**src/rtl/lsu_ctrl_if.sv**
```systemverilog
// Bundle for the LSU: request/response handshake plus the memory strobe bus.
// slave  = the LSU itself; master = requester that also provides memory read data.
interface lsu_ctrl_if #(
   parameter int ADDR_W = 8
);
   logic              req_valid;
   logic              req_ready;
   logic              req_we;
   logic [2:0]        req_func3;
   logic [ADDR_W-1:0] req_addr;
   logic [31:0]       req_wdata;

   logic              rsp_valid;
   logic              rsp_ready;
   logic [31:0]       rsp_rdata;
   logic              rsp_err;

   logic              mem_read;
   logic              mem_write;
   logic [ADDR_W-1:0] mem_addr;
   logic [31:0]       mem_wdata;
   logic [2:0]        mem_func3;
   logic [31:0]       mem_rdata;

   modport master (
      output req_valid, req_we, req_func3, req_addr, req_wdata, rsp_ready, mem_rdata,
      input  req_ready, rsp_valid, rsp_rdata, rsp_err,
             mem_read, mem_write, mem_addr, mem_wdata, mem_func3
   );

   modport slave (
      input  req_valid, req_we, req_func3, req_addr, req_wdata, rsp_ready, mem_rdata,
      output req_ready, rsp_valid, rsp_rdata, rsp_err,
             mem_read, mem_write, mem_addr, mem_wdata, mem_func3
   );
endinterface

```
**src/rtl/lsu_ctrl.sv**
```systemverilog
// Load/store unit controller: accepts one request, validates it, issues a
// single-cycle memory strobe and holds the response until consumed.
// Optional macro LSU_MISALIGN_TRAP_EN: when defined, misaligned half/word
// accesses are rejected with rsp_err instead of being passed to memory.
module lsu_ctrl #(
   parameter int ADDR_W    = 8,
   parameter int MEM_BYTES = 256
) (
   input logic       clk,
   input logic       rst_n,
   lsu_ctrl_if.slave bus
);

   typedef enum logic [1:0] {IDLE, ACCESS, RESP} state_t;

   state_t            state_reg, state_next;
   logic              we_reg;
   logic [2:0]        func3_reg;
   logic [ADDR_W-1:0] addr_reg;
   logic [31:0]       wdata_reg;
   logic [31:0]       rdata_reg;
   logic              err_reg;

   logic              accept;
   logic              req_err;
   logic              func3_bad;
   logic              range_bad;
   logic              align_bad;
   logic [31:0]       size;
   logic [31:0]       end_addr;
   logic              req_ready;
   logic              rsp_valid;
   logic              mem_read;
   logic              mem_write;

   assign accept = bus.req_valid && (state_reg == IDLE);

   // Request validation: legal width code, in-range footprint, optional alignment.
   always_comb begin
      case (bus.req_func3[1:0])
         2'b01:   size = 32'd2;
         2'b10:   size = 32'd4;
         default: size = 32'd1;
      endcase
      // Full 32-bit sum so an access running off the top never wraps to a legal address.
      end_addr  = 32'(bus.req_addr) + size;
      range_bad = end_addr > 32'(MEM_BYTES);
      if (bus.req_we)
         func3_bad = bus.req_func3 > 3'b010;
      else
         func3_bad = (bus.req_func3 == 3'b011) || (bus.req_func3[2:1] == 2'b11);
`ifdef LSU_MISALIGN_TRAP_EN
      align_bad = ((bus.req_func3[1:0] == 2'b01) && bus.req_addr[0]) ||
                  ((bus.req_func3[1:0] == 2'b10) && (bus.req_addr[1:0] != 2'b00));
`else
      align_bad = 1'b0;
`endif
      req_err = func3_bad || range_bad || align_bad;
   end

   // FSM state register.
   always_ff @(posedge clk or negedge rst_n) begin
      if (!rst_n)
         state_reg <= IDLE;
      else
         state_reg <= state_next;
   end

   // FSM next state and handshake/strobe outputs.
   always_comb begin
      state_next = state_reg;
      req_ready  = 1'b0;
      rsp_valid  = 1'b0;
      mem_read   = 1'b0;
      mem_write  = 1'b0;
      case (state_reg)
         IDLE: begin
            req_ready = 1'b1;
            if (accept)
               state_next = req_err ? RESP : ACCESS;
         end
         ACCESS: begin
            mem_read   = !we_reg;
            mem_write  = we_reg;
            state_next = RESP;
         end
         RESP: begin
            rsp_valid = 1'b1;
            if (bus.rsp_ready)
               state_next = IDLE;
         end
         default: state_next = IDLE;
      endcase
   end

   // Request capture on accept, load data capture at the end of ACCESS.
   always_ff @(posedge clk or negedge rst_n) begin
      if (!rst_n) begin
         we_reg    <= 1'b0;
         func3_reg <= 3'b000;
         addr_reg  <= '0;
         wdata_reg <= 32'd0;
         rdata_reg <= 32'd0;
         err_reg   <= 1'b0;
      end else if (accept) begin
         we_reg    <= bus.req_we;
         func3_reg <= bus.req_func3;
         addr_reg  <= bus.req_addr;
         wdata_reg <= bus.req_wdata;
         rdata_reg <= 32'd0;
         err_reg   <= req_err;
      end else if (state_reg == ACCESS) begin
         rdata_reg <= we_reg ? 32'd0 : bus.mem_rdata;
      end else if ((state_reg == RESP) && bus.rsp_ready) begin
         rdata_reg <= 32'd0;
         err_reg   <= 1'b0;
      end
   end

   assign bus.req_ready = req_ready;
   assign bus.rsp_valid = rsp_valid;
   assign bus.rsp_rdata = rdata_reg;
   assign bus.rsp_err   = err_reg;
   assign bus.mem_read  = mem_read;
   assign bus.mem_write = mem_write;
   // Memory fields are only driven during the strobe cycle.
   assign bus.mem_addr  = (state_reg == ACCESS) ? addr_reg  : '0;
   assign bus.mem_wdata = (state_reg == ACCESS) ? wdata_reg : 32'd0;
   assign bus.mem_func3 = (state_reg == ACCESS) ? func3_reg : 3'b000;

endmodule

```
**src/flat_wrapper.sv**
```systemverilog
// flat-port wrapper written by rule: the top's interface ports become plain ports
module lsu_ctrl_flat 
#(
   parameter int ADDR_W    = 8,
   parameter int MEM_BYTES = 256
)
  (clk, rst_n, bus_req_valid, bus_req_we, bus_req_func3, bus_req_addr, bus_req_wdata, bus_rsp_ready, bus_mem_rdata, bus_req_ready, bus_rsp_valid, bus_rsp_rdata, bus_rsp_err, bus_mem_read, bus_mem_write, bus_mem_addr, bus_mem_wdata, bus_mem_func3);
  lsu_ctrl_if #(.ADDR_W(ADDR_W)) bus_i ();
  input logic clk;
  input logic rst_n;
  input wire logic [$bits(bus_i.req_valid)-1:0] bus_req_valid;
  input wire logic [$bits(bus_i.req_we)-1:0] bus_req_we;
  input wire logic [$bits(bus_i.req_func3)-1:0] bus_req_func3;
  input wire logic [$bits(bus_i.req_addr)-1:0] bus_req_addr;
  input wire logic [$bits(bus_i.req_wdata)-1:0] bus_req_wdata;
  input wire logic [$bits(bus_i.rsp_ready)-1:0] bus_rsp_ready;
  input wire logic [$bits(bus_i.mem_rdata)-1:0] bus_mem_rdata;
  output wire logic [$bits(bus_i.req_ready)-1:0] bus_req_ready;
  output wire logic [$bits(bus_i.rsp_valid)-1:0] bus_rsp_valid;
  output wire logic [$bits(bus_i.rsp_rdata)-1:0] bus_rsp_rdata;
  output wire logic [$bits(bus_i.rsp_err)-1:0] bus_rsp_err;
  output wire logic [$bits(bus_i.mem_read)-1:0] bus_mem_read;
  output wire logic [$bits(bus_i.mem_write)-1:0] bus_mem_write;
  output wire logic [$bits(bus_i.mem_addr)-1:0] bus_mem_addr;
  output wire logic [$bits(bus_i.mem_wdata)-1:0] bus_mem_wdata;
  output wire logic [$bits(bus_i.mem_func3)-1:0] bus_mem_func3;
  assign bus_i.req_valid = bus_req_valid;
  assign bus_i.req_we = bus_req_we;
  assign bus_i.req_func3 = bus_req_func3;
  assign bus_i.req_addr = bus_req_addr;
  assign bus_i.req_wdata = bus_req_wdata;
  assign bus_i.rsp_ready = bus_rsp_ready;
  assign bus_i.mem_rdata = bus_mem_rdata;
  assign bus_req_ready = bus_i.req_ready;
  assign bus_rsp_valid = bus_i.rsp_valid;
  assign bus_rsp_rdata = bus_i.rsp_rdata;
  assign bus_rsp_err = bus_i.rsp_err;
  assign bus_mem_read = bus_i.mem_read;
  assign bus_mem_write = bus_i.mem_write;
  assign bus_mem_addr = bus_i.mem_addr;
  assign bus_mem_wdata = bus_i.mem_wdata;
  assign bus_mem_func3 = bus_i.mem_func3;
  lsu_ctrl #(.ADDR_W(ADDR_W), .MEM_BYTES(MEM_BYTES)) u_core (.clk(clk), .rst_n(rst_n), .bus(bus_i));
endmodule
```
**config.mk**
```make
export PLATFORM = sky130hd
export DESIGN_NAME = lsu_ctrl_flat
export DESIGN_NICKNAME = d
export VERILOG_FILES = /design/src/rtl/lsu_ctrl_if.sv /design/src/rtl/lsu_ctrl.sv /design/src/flat_wrapper.sv
export SDC_FILE = /design/constraint.sdc
export NUM_CORES = 1
export LEC_CHECK = 0
export ABC_CLOCK_PERIOD_IN_PS = 2200
export BUFFER_PORTS_ARGS = -buffer_cell sky130_fd_sc_hd__buf_2
export CORE_ASPECT_RATIO = 0.8
export CORE_MARGIN = 8
export CORE_UTILIZATION = 50
export DETAILED_ROUTE_END_ITERATION = 6
export GPL_TIMING_DRIVEN = 0
export PLACE_DENSITY = 0.85
export SYNTH_ARGS = -nofsm -noshare
export SYNTH_HDL_FRONTEND = slang
export SYNTH_SLANG_ARGS = --single-unit
```
**constraint.sdc**
```tcl
create_clock -name clk -period 2.2 [get_ports clk]
set_input_delay 0.22 -clock clk [delete_from_list [all_inputs] [get_ports clk]]
set_output_delay 0.22 -clock clk [all_outputs]
set_load 0.1 [all_outputs]
```
### Yosys cells after proc, flatten, opt, wreduce, memory -nomap -nowiden

Cells that the tools add are included.

| word-level totals | value |
|---|---|
| input port bits | 80 |
| register bits after elaboration | 79 |
| output and inout bits | 80 |

| cells by class | value |
|---|---|
| muxes and demuxes | 20 |
| reductions and logical operators | 10 |
| add/subtract/negate cells | 1 |
| order comparisons | 2 |
| equality and inequality tests | 9 |

Operators with widths:

| cell | number |
|---|---|
| 32-bit two-way mux | 5 |
| 32-bit by 9-bit greater-than comparator with 1-bit output, second input constant | 1 |
| 8-bit by 3-bit adder with 9-bit output | 1 |
| 1-bit two-way mux | 8 |
| 8-bit two-way mux | 1 |
| 2-bit equality test, second input constant | 3 |
| 2-bit two-way mux | 3 |
| 2-bit one-hot mux with 3 select lines | 1 |
| 3-bit one-hot mux with 2 select lines | 1 |
| 2-bit by 1-bit equality test with 1-bit output, second input constant | 2 |
| 2-bit by 1-bit inequality test with 1-bit output, second input constant | 2 |
| 2-bit AND reduction | 2 |
| 3-bit by 2-bit equality test with 1-bit output, second input constant | 1 |
| 3-bit by 2-bit greater-than comparator with 1-bit output, second input constant | 1 |
| 3-bit two-way mux | 1 |
| 3-bit nonzero test | 1 |
| 1-bit logical AND | 2 |
| 2-bit zero test | 1 |
| 1-bit logical OR | 2 |
| 2-bit inequality test, second input constant | 1 |
| 2-bit nonzero test | 1 |
| 1-bit zero test | 1 |

### Longest topological paths before layout

Gate-level depths: netlist (run 1).

| logic depth | value |
|---|---|
| word-level depth | 8 |
| mapped depth | 8 |
| gate-level depth less buffers | 8 |

### Least setup slack after synthesis (run 1)

No wires, ideal clock.

| timing path | value |
|---|---|
| kind | register -> register |
| from | register u_core.state_reg[1] |
| to | register u_core.wdata_reg[10] |
| slack | -0.067 ns |
| cell stages (with the launch flop) | 6 |
| path buffers | 2 |
| library setup time | 0.125 ns |
| arrival time | 2.142 ns |
| path through | dfrtp_1 -> nor2_2 -> and2_4 -> buf_6 -> buf_6 -> mux2_4 |

| between the ends | value |
|---|---|
| longest elaborated chain between the ends | 2 |

Ends and longest elaborated chain:

| item | RTL line | text |
|---|---|---|
| start, declared | lsu_ctrl.sv:16 | `state_t state_reg, state_next;` |
| start signal, assigned | lsu_ctrl.sv:66 | `state_reg <= state_next;` |
| 2-bit zero test | lsu_ctrl.sv:36 | `assign accept = bus.req_valid && (state_reg == IDLE);` |
| 1-bit logical AND | lsu_ctrl.sv:36 |  |
| end signal, assigned | lsu_ctrl.sv:109 | `wdata_reg <= bus.req_wdata;` |
| end, declared | lsu_ctrl.sv:20 | `logic [31:0] wdata_reg;` |

No other way between the ends.
A chain may end at the register's enable or synchronous reset.

### Worst setup path after layout (run 1)

| timing path | value |
|---|---|
| from | register u_core.state_reg[1] |
| to | output port bus_mem_wdata[14] |

| between the ends | value |
|---|---|
| longest elaborated chain between the ends | 2 |

Ends and longest elaborated chain:

| item | RTL line | text |
|---|---|---|
| 2-bit by 1-bit equality test with 1-bit output | lsu_ctrl.sv:128 | `assign bus.mem_wdata = (state_reg == ACCESS) ? wdata_reg : 32'd0;` |
| 32-bit two-way mux | lsu_ctrl.sv:128 |  |
| end, declared | flat_wrapper.sv:25 | `output wire logic [$bits(bus_i.mem_wdata)-1:0] bus_mem_wdata;` |

No other way between the ends.

==> run summary, run 1 <==
The flow ran to the end, and the final reports show no timing, DRC or antenna violations. Dividing the synthesized area by the synthesized cell count gives 13.93 um^2. The region available for standard cell placement spans 6858 um^2. The run gives 27 as the number of cell rows. Synthesis instantiated 29 different standard cells from the library.

The area share of the leading cell type in the synthesized netlist is 0.5631. Clock tree synthesis selected as its root buffer the cell sky130_fd_sc_hd__clkbuf_8. The utilization after layout is 0.6933. For the required time at the worst-slack endpoint, the log shows 1.98 ns.

The standard cell with the maximum stage delay on the critical path was sky130_fd_sc_hd__dfrtp_1. The worst setup path is captured at an output port. The warning count from the yosys run was 0; the die extent in x was 109.7 um. For this design the ratio of total power to cell area is 1117 nW/um^2. The critical path depth was 4; the iteration-0 DRC count of the detailed router was 71.

The H-tree depth is 3. The worst slew slack as a fraction of its limit was 0.6657. The initial core utilization was 0.5120. Entering global routing, the biggest net connects 42 pins.

The period utilization works out to 0.9492. Transition at the pin with the smallest max-transition slack: 0.5014 ns. The total overflow left after global routing is 0. Final instance area: 4755 um^2. The leading register cell type out of synthesis is sky130_fd_sc_hd__dfrtp_1. After synthesis the cells add up to 3511 um^2. Summed over all failing endpoints, the final setup total negative slack is 0 ns. STA classifies the critical path startpoint as a flop. Across all setup checks in the final design, the least slack found is 0.1118 ns. The count of cells in the finished layout, fillers not included, comes to 517. After clock tree synthesis, the clock-pin slew on the worst setup and hold paths is 0.08 ns. Buffers inserted during clock tree synthesis total 9. The run gives 79 as the TritonCTS sink count.

The peak clock frequency supported by timing is 478.9 MHz. The tools report the critical register-to-register path startpoint as u_core.state_reg[1]. The worst register-to-register path ends at u_core.wdata_reg[12]. The number of cells on the worst reg-to-reg path is 5.

The per-cell routed wire length is 17.90 um. The synthesized design spends more area on one cell type than any other, namely sky130_fd_sc_hd__dfrtp_1. The longest clock path from root to sink contains 2 buffers. Ranked by instance count, the synthesized netlist is headed by sky130_fd_sc_hd__dfrtp_1 (79), sky130_fd_sc_hd__and2_1 (44), sky130_fd_sc_hd__a22o_1 (32). TritonCTS built the clock tree.

The overall power consumption was 5.312 mW; the final-layout worst hold slack was 0.09247 ns. For the worst-case setup slack after placement, the log shows -0.1121 ns. The total buffers and inverters traversed by the critical path is 2. By area the synthesized netlist is led by sky130_fd_sc_hd__dfrtp_1 (56%), sky130_fd_sc_hd__mux2_4 (12%), sky130_fd_sc_hd__a22o_1 (8.0%), sky130_fd_sc_hd__and2_1 (7.8%), sky130_fd_sc_hd__mux2_2 (5.5%). IR analysis of the VDD net gives a maximum drop of 0.6547 mV. In this run the remaining antenna-violating nets after routing total 0. For the setup fix buffers added after clock tree synthesis, the log shows 0. Quantity of I/O buffers inserted on ports: 159. The start-to-end type of the worst setup path is flop to output port.

Top cell family by delay on the critical path: buffers and inverters. The number of pins exceeding their max-slew limit in the final report was 0. The most critical setup path has its endpoint at bus_mem_wdata[14].

The vertical die dimension was 90.95 um. Max-cap violations in this run came to 0. The first detailed-routing pass ran for 4 iterations. Number of antenna violations at the first check in global routing: 0.

For this design the static power due to leakage is 2.546 nW. The clock network latency to the later pin of the worst-skew pair was 0.35 ns. Maximum fanout along the worst path: 10. Share of flip-flops with an asynchronous set or reset after synthesis: 1.000. The number of antenna diodes in the final layout is 0. The tools report the number of global-route vias before repair as 2900.

After synthesis the netlist holds a flip-flop and latch count of 79. Fraction of final layout cells sized beyond drive strength 1: 0.5558. The final routed DRC violation total came out at 0. Setup violations remaining at the end of the flow were counted as 0. The full die area came out at 9976 um^2. The class of the most critical hold timing path is input pin to flop. From synthesis to final layout, the design area changed by 35.42%. The all-layer global routing usage is 0.1864. Routability-driven placement finished with a final weighted congestion of 0.7632. The routed layout has 2645 vias. The clock period could shrink to 2.088 ns. The setup check on the worst reg-to-reg path leaves a slack of 0.59 ns. The critical path goes through nor2b_4, clkbuf_1, and2_1, buf_4. Count of endpoints failing hold in the final timing report: 0. After detailed routing, the number of vias per cell comes to 5.116. In this run the count of I/O pins placed on the die edge is 160. The first global-routing pass estimated 14790 um of wire. For the worst setup path, the data arrival time is 1.87 ns. The run gives 512 as the number of nets in the finished design.

Yosys mapped a number of flops with a built-in enable equal to 0. The stage delay of the slowest cell on the critical path was 0.51 ns. The HPWL after detailed placement is 7190 um. Once placement completed, the tool counted placed cells totaling 499. The run gives 0.5631 as the portion of the post-synthesis area used by sequential elements. The startpoint of the worst setup timing path is u_core.state_reg[1]. Across the routed clock network, the largest skew measured is 0.009351 ns. The cell count after synthesis came out at 252.

Summed over all layers, the routed wires come to 9253 um. Synthesis produced a netlist with a net count of 339. The most frequent cell after synthesis was sky130_fd_sc_hd__dfrtp_1.

After detailed placement, the total cell area comes to 4443 um^2.
-- cell usage in the layout (no fill, tap or decap), drive strengths merged --
master / netlist / layout
a211oi: 2 / 2
a21oi: 4 / 4
a22o: 32 / 32
a2bb2oi: 1 / 1
a31oi: 2 / 2
and2: 45 / 45
and2b: 1 / 1
and3: 1 / 1
buf: 12 / 171
clkbuf: 4 / 16
clkinv: 0 / 3
clkinvlp: 0 / 2
dfrtp: 79 / 79
dlygate4sd3: 0 / 1
fa: 1 / 1
ha: 6 / 6
inv: 3 / 3
mux2: 44 / 44
nand2: 2 / 2
nand3: 1 / 1
nor2: 2 / 2
nor2b: 3 / 4
nor3: 1 / 1
nor3b: 2 / 2
o21a: 2 / 2
o21ai: 1 / 1
or4: 1 / 1
-- layout make-up --
cell class / count / area (um^2)
plain buffers: 16 / 106.4
clock buffers: 11 / 141.4
clock inverters: 5 / 33.78
fillers: 517 / 2103
inverters: 3 / 11.26
multi-input cells: 155 / 1436
flip-flops and latches: 79 / 1978
well taps: 87 / 108.9
repair buffers: 161 / 938.4
-- how the worst min path moves through the flow --
stage,from,endpoint,cells after the start
after global placement,bus_mem_rdata[20],u_core.bus.rsp_rdata[20],2
after global routing,bus_mem_rdata[28],u_core.bus.rsp_rdata[28],2
after CTS,bus_mem_rdata[21],u_core.bus.rsp_rdata[21],2
after detailed placement,rst_n,u_core.addr_reg[3],1
after floorplan,rst_n,u_core.addr_reg[0],0
final,bus_mem_rdata[21],u_core.bus.rsp_rdata[21],2
-- kinds of logic after synthesis --
logic type,synth area share
flip-flops,0.5631
AND/OR/NAND/NOR,0.1066
AO/OA/AOI/OAI,0.1016
multiplexers,0.1700
buffers and inverters,0.03172
adder cells (fa/ha/maj),0.02708
-- metal layers --
metal	GRT usage	vias up	wire length, um
li1	-	1229	-
met1	0.2224	1307	3717
met5	0	-	0
met2	0.3044	101	4513
met3	0.08192	8	942
met4	0.03816	0	80
-- what timing repair did --
| item | in CTS | in global routing |
|---|---|---|
| gates resized for setup | 43 | 7 |
| hold buffers | 1 | 0 |
| endpoints found under the hold margin | 38 | 0 |
| cloned | 0 | 1 |
| setup endpoints to repair | 41 | 31 |
| pin swaps | 0 | 0 |
-- power breakdown --
group | internal [mW] | leakage (nW) | switching [mW]
sequential | 1.81 | 0.990 | 0.192
combinational | 0.721 | 1.47 | 1.64
clock | 0.438 | 0.0853 | 0.511
Power figures use the tool's default switching activity.
==> inputs of run 2 (changes only) <==
- ABC_AREA: default -> 1
- CORE_UTILIZATION: 50 -> 51
- MAX_ROUTING_LAYER: default -> met4
==> run 2 against run 1 <==
Effect of this change:
- sequential cell count unchanged
- cell count up 35%
- register-to-register slack better by 0.33 ns
- count of clock-buffer cells in the layout unchanged
- combinational power up 3%
- die area up 2.1%
- wire length up 7.0%
- via count up 25%
- maximum frequency up 0.12%
- worst hold slack worse by 0.012 ns
- area after synthesis up 4.6%
- first-iteration DRC count up 120%
- largest power group unchanged
==> run summary, run 2 <==
The run finished with clean final reports. The tools report the overall power consumption as 5.721 mW (+7.7%). The quantity of I/O buffers inserted on ports was 159 (unchanged).

The clock period minus worst slack came out at 2.086 ns (-0.002429 ns). The top cell types in the final layout, fill and taps aside, are sky130_fd_sc_hd__buf_2 (155), sky130_fd_sc_hd__nand2_1 (98), sky130_fd_sc_hd__inv_1 (91). The class of the most critical hold timing path was input pin to flop.

The run gives 158 (+120%) as the iteration-0 DRC count of the detailed router. TritonCTS built the clock tree. The flip-flop and latch count after synthesis was 79 (unchanged). For the number of primary I/O pins, the log shows 160 (unchanged). The largest net degree at the start of global routing is 42 (unchanged). Total power density per cell area: 1171 nW/um^2 (+4.8%).

Ranked by instance count, the synthesized netlist is headed by sky130_fd_sc_hd__nand2_1 (98), sky130_fd_sc_hd__inv_1 (91), sky130_fd_sc_hd__dfrtp_1 (79). For the worst-case clock skew, the log shows 0.007470 ns (-0.001881 ns). The all-layer global routing usage came out at 0.1997 (+0.01324). The per-cell routed wire length is 14.19 um (-21%). The warning count from the yosys run is 0 (unchanged). The logs give 4598 um^2 (+3.5%) for the total placed instance area and 433 (+72%) for the synthesized instance count. The worst path arrival time was 1.87 ns (about the same). The most critical setup path has its startpoint at u_core.state_reg[0]. The most frequent cell after synthesis was sky130_fd_sc_hd__nand2_1. The run gives 16280 um (+10%) as the wire length of the first global-routing pass. The logs give 0.6113 mV (-6.6%) for the worst IR drop on VDD and 9904 um (+7.0%) for the wire length after detailed routing. The worst reg2reg path endpoint is u_core.bus.rsp_rdata[30].

The average cell area after synthesis is 8.478 um^2 (-39%). Share of flip-flops with an asynchronous set or reset after synthesis: 1.000 (unchanged). Switching share of total power: 0.4546 (+0.01349).

The cell depth of the worst flop-to-flop path is 6 (+1). The number of enable-type register cells in the synthesized netlist works out to 0 (unchanged). Post-synthesis cell type with the largest combined area: sky130_fd_sc_hd__dfrtp_1. The worst setup path is captured at an output port.

The number of global-route vias before repair was 3479 (+20%). The transition at the pin with the smallest max-transition slack is 0.5361 ns (+0.03469 ns), and the max-capacitance violation count is 0 (unchanged). The final setup violation count came out at 0 (unchanged). The logs give 0 (unchanged) for the remaining number of nets flagged by the antenna check after routing and 27 (unchanged) for the number of cell rows.

The startpoint identified for the worst hold timing path is bus_mem_rdata[11]. For the initial core utilization, the log shows 0.5301 (+0.01813). The logs give 3 (unchanged) for the H-tree depth and 0.350 (-0.027) for the part of the power in registers.

Ranked by total cell area, the synthesized netlist is headed by sky130_fd_sc_hd__dfrtp_1 (54%), sky130_fd_sc_hd__nand2_1 (10%), sky130_fd_sc_hd__inv_1 (9.3%), sky130_fd_sc_hd__o21ai_2 (7.2%), sky130_fd_sc_hd__nor2_1 (5.2%). The run gives 520 (+53%) as the net count after synthesis. The tree is rooted in a sky130_fd_sc_hd__clkbuf_8. The setup fix buffers added after clock tree synthesis was 0 (unchanged).

For the combinational share of power, the log shows 0.424 (-0.021). For the TritonCTS sink count, the log shows 79 (unchanged). The tools report the clock network latency to the later pin of the worst-skew pair as 0.34 ns (about the same). Cell area after synthesis: 3671 um^2 (+4.6%). Placeable core region: 6925 um^2 (+0.99%). The tools report the endpoint with the worst hold slack as u_core.bus.rsp_rdata[11]. The number of cells traversed by the worst hold path was 3 (+1).

The fraction of final layout cells sized beyond drive strength 1 is 0.3770 (-0.1788), and the global routing usage on met2 is 0.3092 (+0.004804). The slack of the critical path was 0.1143 ns (+0.002429 ns). Leaving out fill and tap cells, the most frequent cell in the layout is sky130_fd_sc_hd__buf_2. Area share of the leading cell type in the synthesized netlist: 0.5385 (-0.02457). The total number of vias was 3303 (+25%); the part of the total power dissipated in the clock network was 0.227 (+0.048). The tools report the critical register-to-register path startpoint as u_core.state_reg[0]. The post-CTS clock slew at the launch and capture registers of the worst setup and hold paths is 0.08 ns (about the same). The logs give 0.8082 (+5.9%) for the routability congestion estimate and 4 (unchanged) for the number of detailed-routing iterations run before antenna repair. The count of endpoints failing hold in the final timing report is 0 (unchanged), and the vertical die dimension is 91.89 um (+1.0%).

The critical path startpoint category was a flop. The final-layout worst hold slack was 0.08058 ns (-0.01189 ns). Period utilization: 0.9481 (-0.001104).

The number of antenna violations at the first check in global routing came out at 1 (+1). In the synthesized netlist the dominant register cell turns out to be sky130_fd_sc_hd__dfrtp_1. The unique cell type count in the Yosys netlist came out at 17 (-41%). Maximum fanout along the worst path: 10 (unchanged). The full die area was 10190 um^2 (+2.1%).

For the internal power component, the log shows 3.120 mW (+5.1%). Required time at the worst-slack endpoint: 1.98 ns (about the same). The logs give 0.7053 (+0.01203) for the utilization after layout and 0.5385 (-0.02457) for the portion of the post-synthesis area used by sequential elements.

The run gives 2.753 nW (+8.1%) as the static leakage. The worst slew slack as a fraction of its limit came out at 0.6426 (-0.02312). The area added between synthesis and finish came out at 33.06%. For the final instance area, the log shows 4885 um^2 (+2.7%). The logs give 479.4 MHz (+0.12%) for the peak clock frequency supported by timing and 9 (unchanged) for the number of buffers inserted during clock tree synthesis.

For the worst-case setup slack after placement, the log shows 0.2029 ns (+0.3150 ns). Met1 track demand over resource: 0.2400 (+0.01763). The total congestion overflow after global routing came out at 0 (unchanged). The met3 capacity usage during global routing came out at 0.07227 (-0.009655). The buffer depth of the longest clock path was 2 (unchanged); the final routed DRC violation total was 0 (unchanged).

The number of nets in the finished design was 692 (+35%); the die extent in x was 110.9 um (+1.1%). The per-cell via count in the routed design was 4.732 (-7.5%). The placed wire-length estimate after detailed placement was 7783 um (+8.3%).

The switching power summed over all nets is 2.601 mW (+11%). Global-route layer with the greatest usage: met2. The setup slack of the worst register-to-register path is 0.92 ns (+0.33 ns). The start-to-end type of the worst setup path is flop to output port. The run gives 0 (unchanged) as the number of pins exceeding their max-slew limit in the final report.
-- run 2: cell types whose count changed after synthesis, moves of 30 or more --
cell	previous run	this run
sky130_fd_sc_hd__a22o_1	32	0
sky130_fd_sc_hd__and2_1	44	0
sky130_fd_sc_hd__inv_1	3	91
sky130_fd_sc_hd__nand2_1	2	98
sky130_fd_sc_hd__nor2_1	1	51
sky130_fd_sc_hd__o21ai_0	0	38
sky130_fd_sc_hd__o21ai_2	0	30
-- run 2: critical path: stages, from the launching register on --
cell and delay (ns):
sky130_fd_sc_hd__dfrtp_1 0.39, sky130_fd_sc_hd__inv_1 0.08, sky130_fd_sc_hd__nor2_1 0.17, sky130_fd_sc_hd__inv_2 0.14, sky130_fd_sc_hd__buf_2 0.20, sky130_fd_sc_hd__nor2_1 0.11
sky130_fd_sc_hd__buf_2 0.44
-- run 2: layer usage --
metal / wire length (um) / share of wire
met5: 0 / 0
met4: 148 / 0.015
met3: 887 / 0.090
met2: 4610 / 0.47
met1: 4257 / 0.43
-- run 2: through the flow --
step | cells | TNS, ns
floorplan | 433 | -3.960
global placement | 679 | 0
detailed placement | 680 | 0
CTS | 697 | 0
global route | 698 | -0.002567
finish | 698 | 0
-- run 2: power by group through the flow --
| stage | Sequential [mW] | Combinational, mW | Clock [mW] |
|---|---|---|---|
| final | 2.00 | 2.42 | 1.30 |
| after global routing | 2.03 | 2.60 | 1.39 |
| after CTS | 2.00 | 2.44 | 1.32 |
| after detailed placement | 2.02 | 2.42 | 0 |
| after global placement | 2.00 | 2.36 | 0 |
| after floorplan | 2.65 | 1.28 | 0 |
-- run 2: logic make-up (layout without fill, tap and decap cells) --
family          Yosys count  count (layout)  synth area share
simple gates            155             155            0.1646
buf+inv                 113             290            0.1326
compound gates           79              79            0.1384
flops                    79              79            0.5385
fa+ha+maj                 7               7           0.02590
other cells               0               1                 0
-- run 2: worst max path at each step --
stage / slack, ns / cells past startpoint / endpoint
4_1_cts: 0.08 / 6 / bus_mem_wdata[8]
3_3_place_gp: 0.30 / 13 / u_core.state_reg[1]
6_report: 0.11 / 6 / bus_mem_wdata[2]
5_1_grt: -0.003 / 6 / bus_mem_wdata[2]
3_5_place_dp: 0.20 / 13 / u_core.state_reg[1]
2_1_floorplan: -0.1 / 4 / bus_mem_addr[0]
-- run 2: timing repair --
item                                    in CTS  in global routing
endpoints found under the setup margin       0                 11
endpoints found under the hold margin       40                  0
gates resized for setup                      0                 11
hold buffers                                 1                  0
-- run 2: cell type report --
cell class | count | area, um^2
multi-input cells | 241 | 1207
fillers | 526 | 2041
diodes | 1 | 2.502
plain buffers | 19 | 133.9
flip-flops and latches | 79 | 1977
well taps | 87 | 108.9
repair buffers | 161 | 855.8
clock inverters | 5 | 105.1
inverters | 94 | 352.8
clock buffers | 11 | 141.4
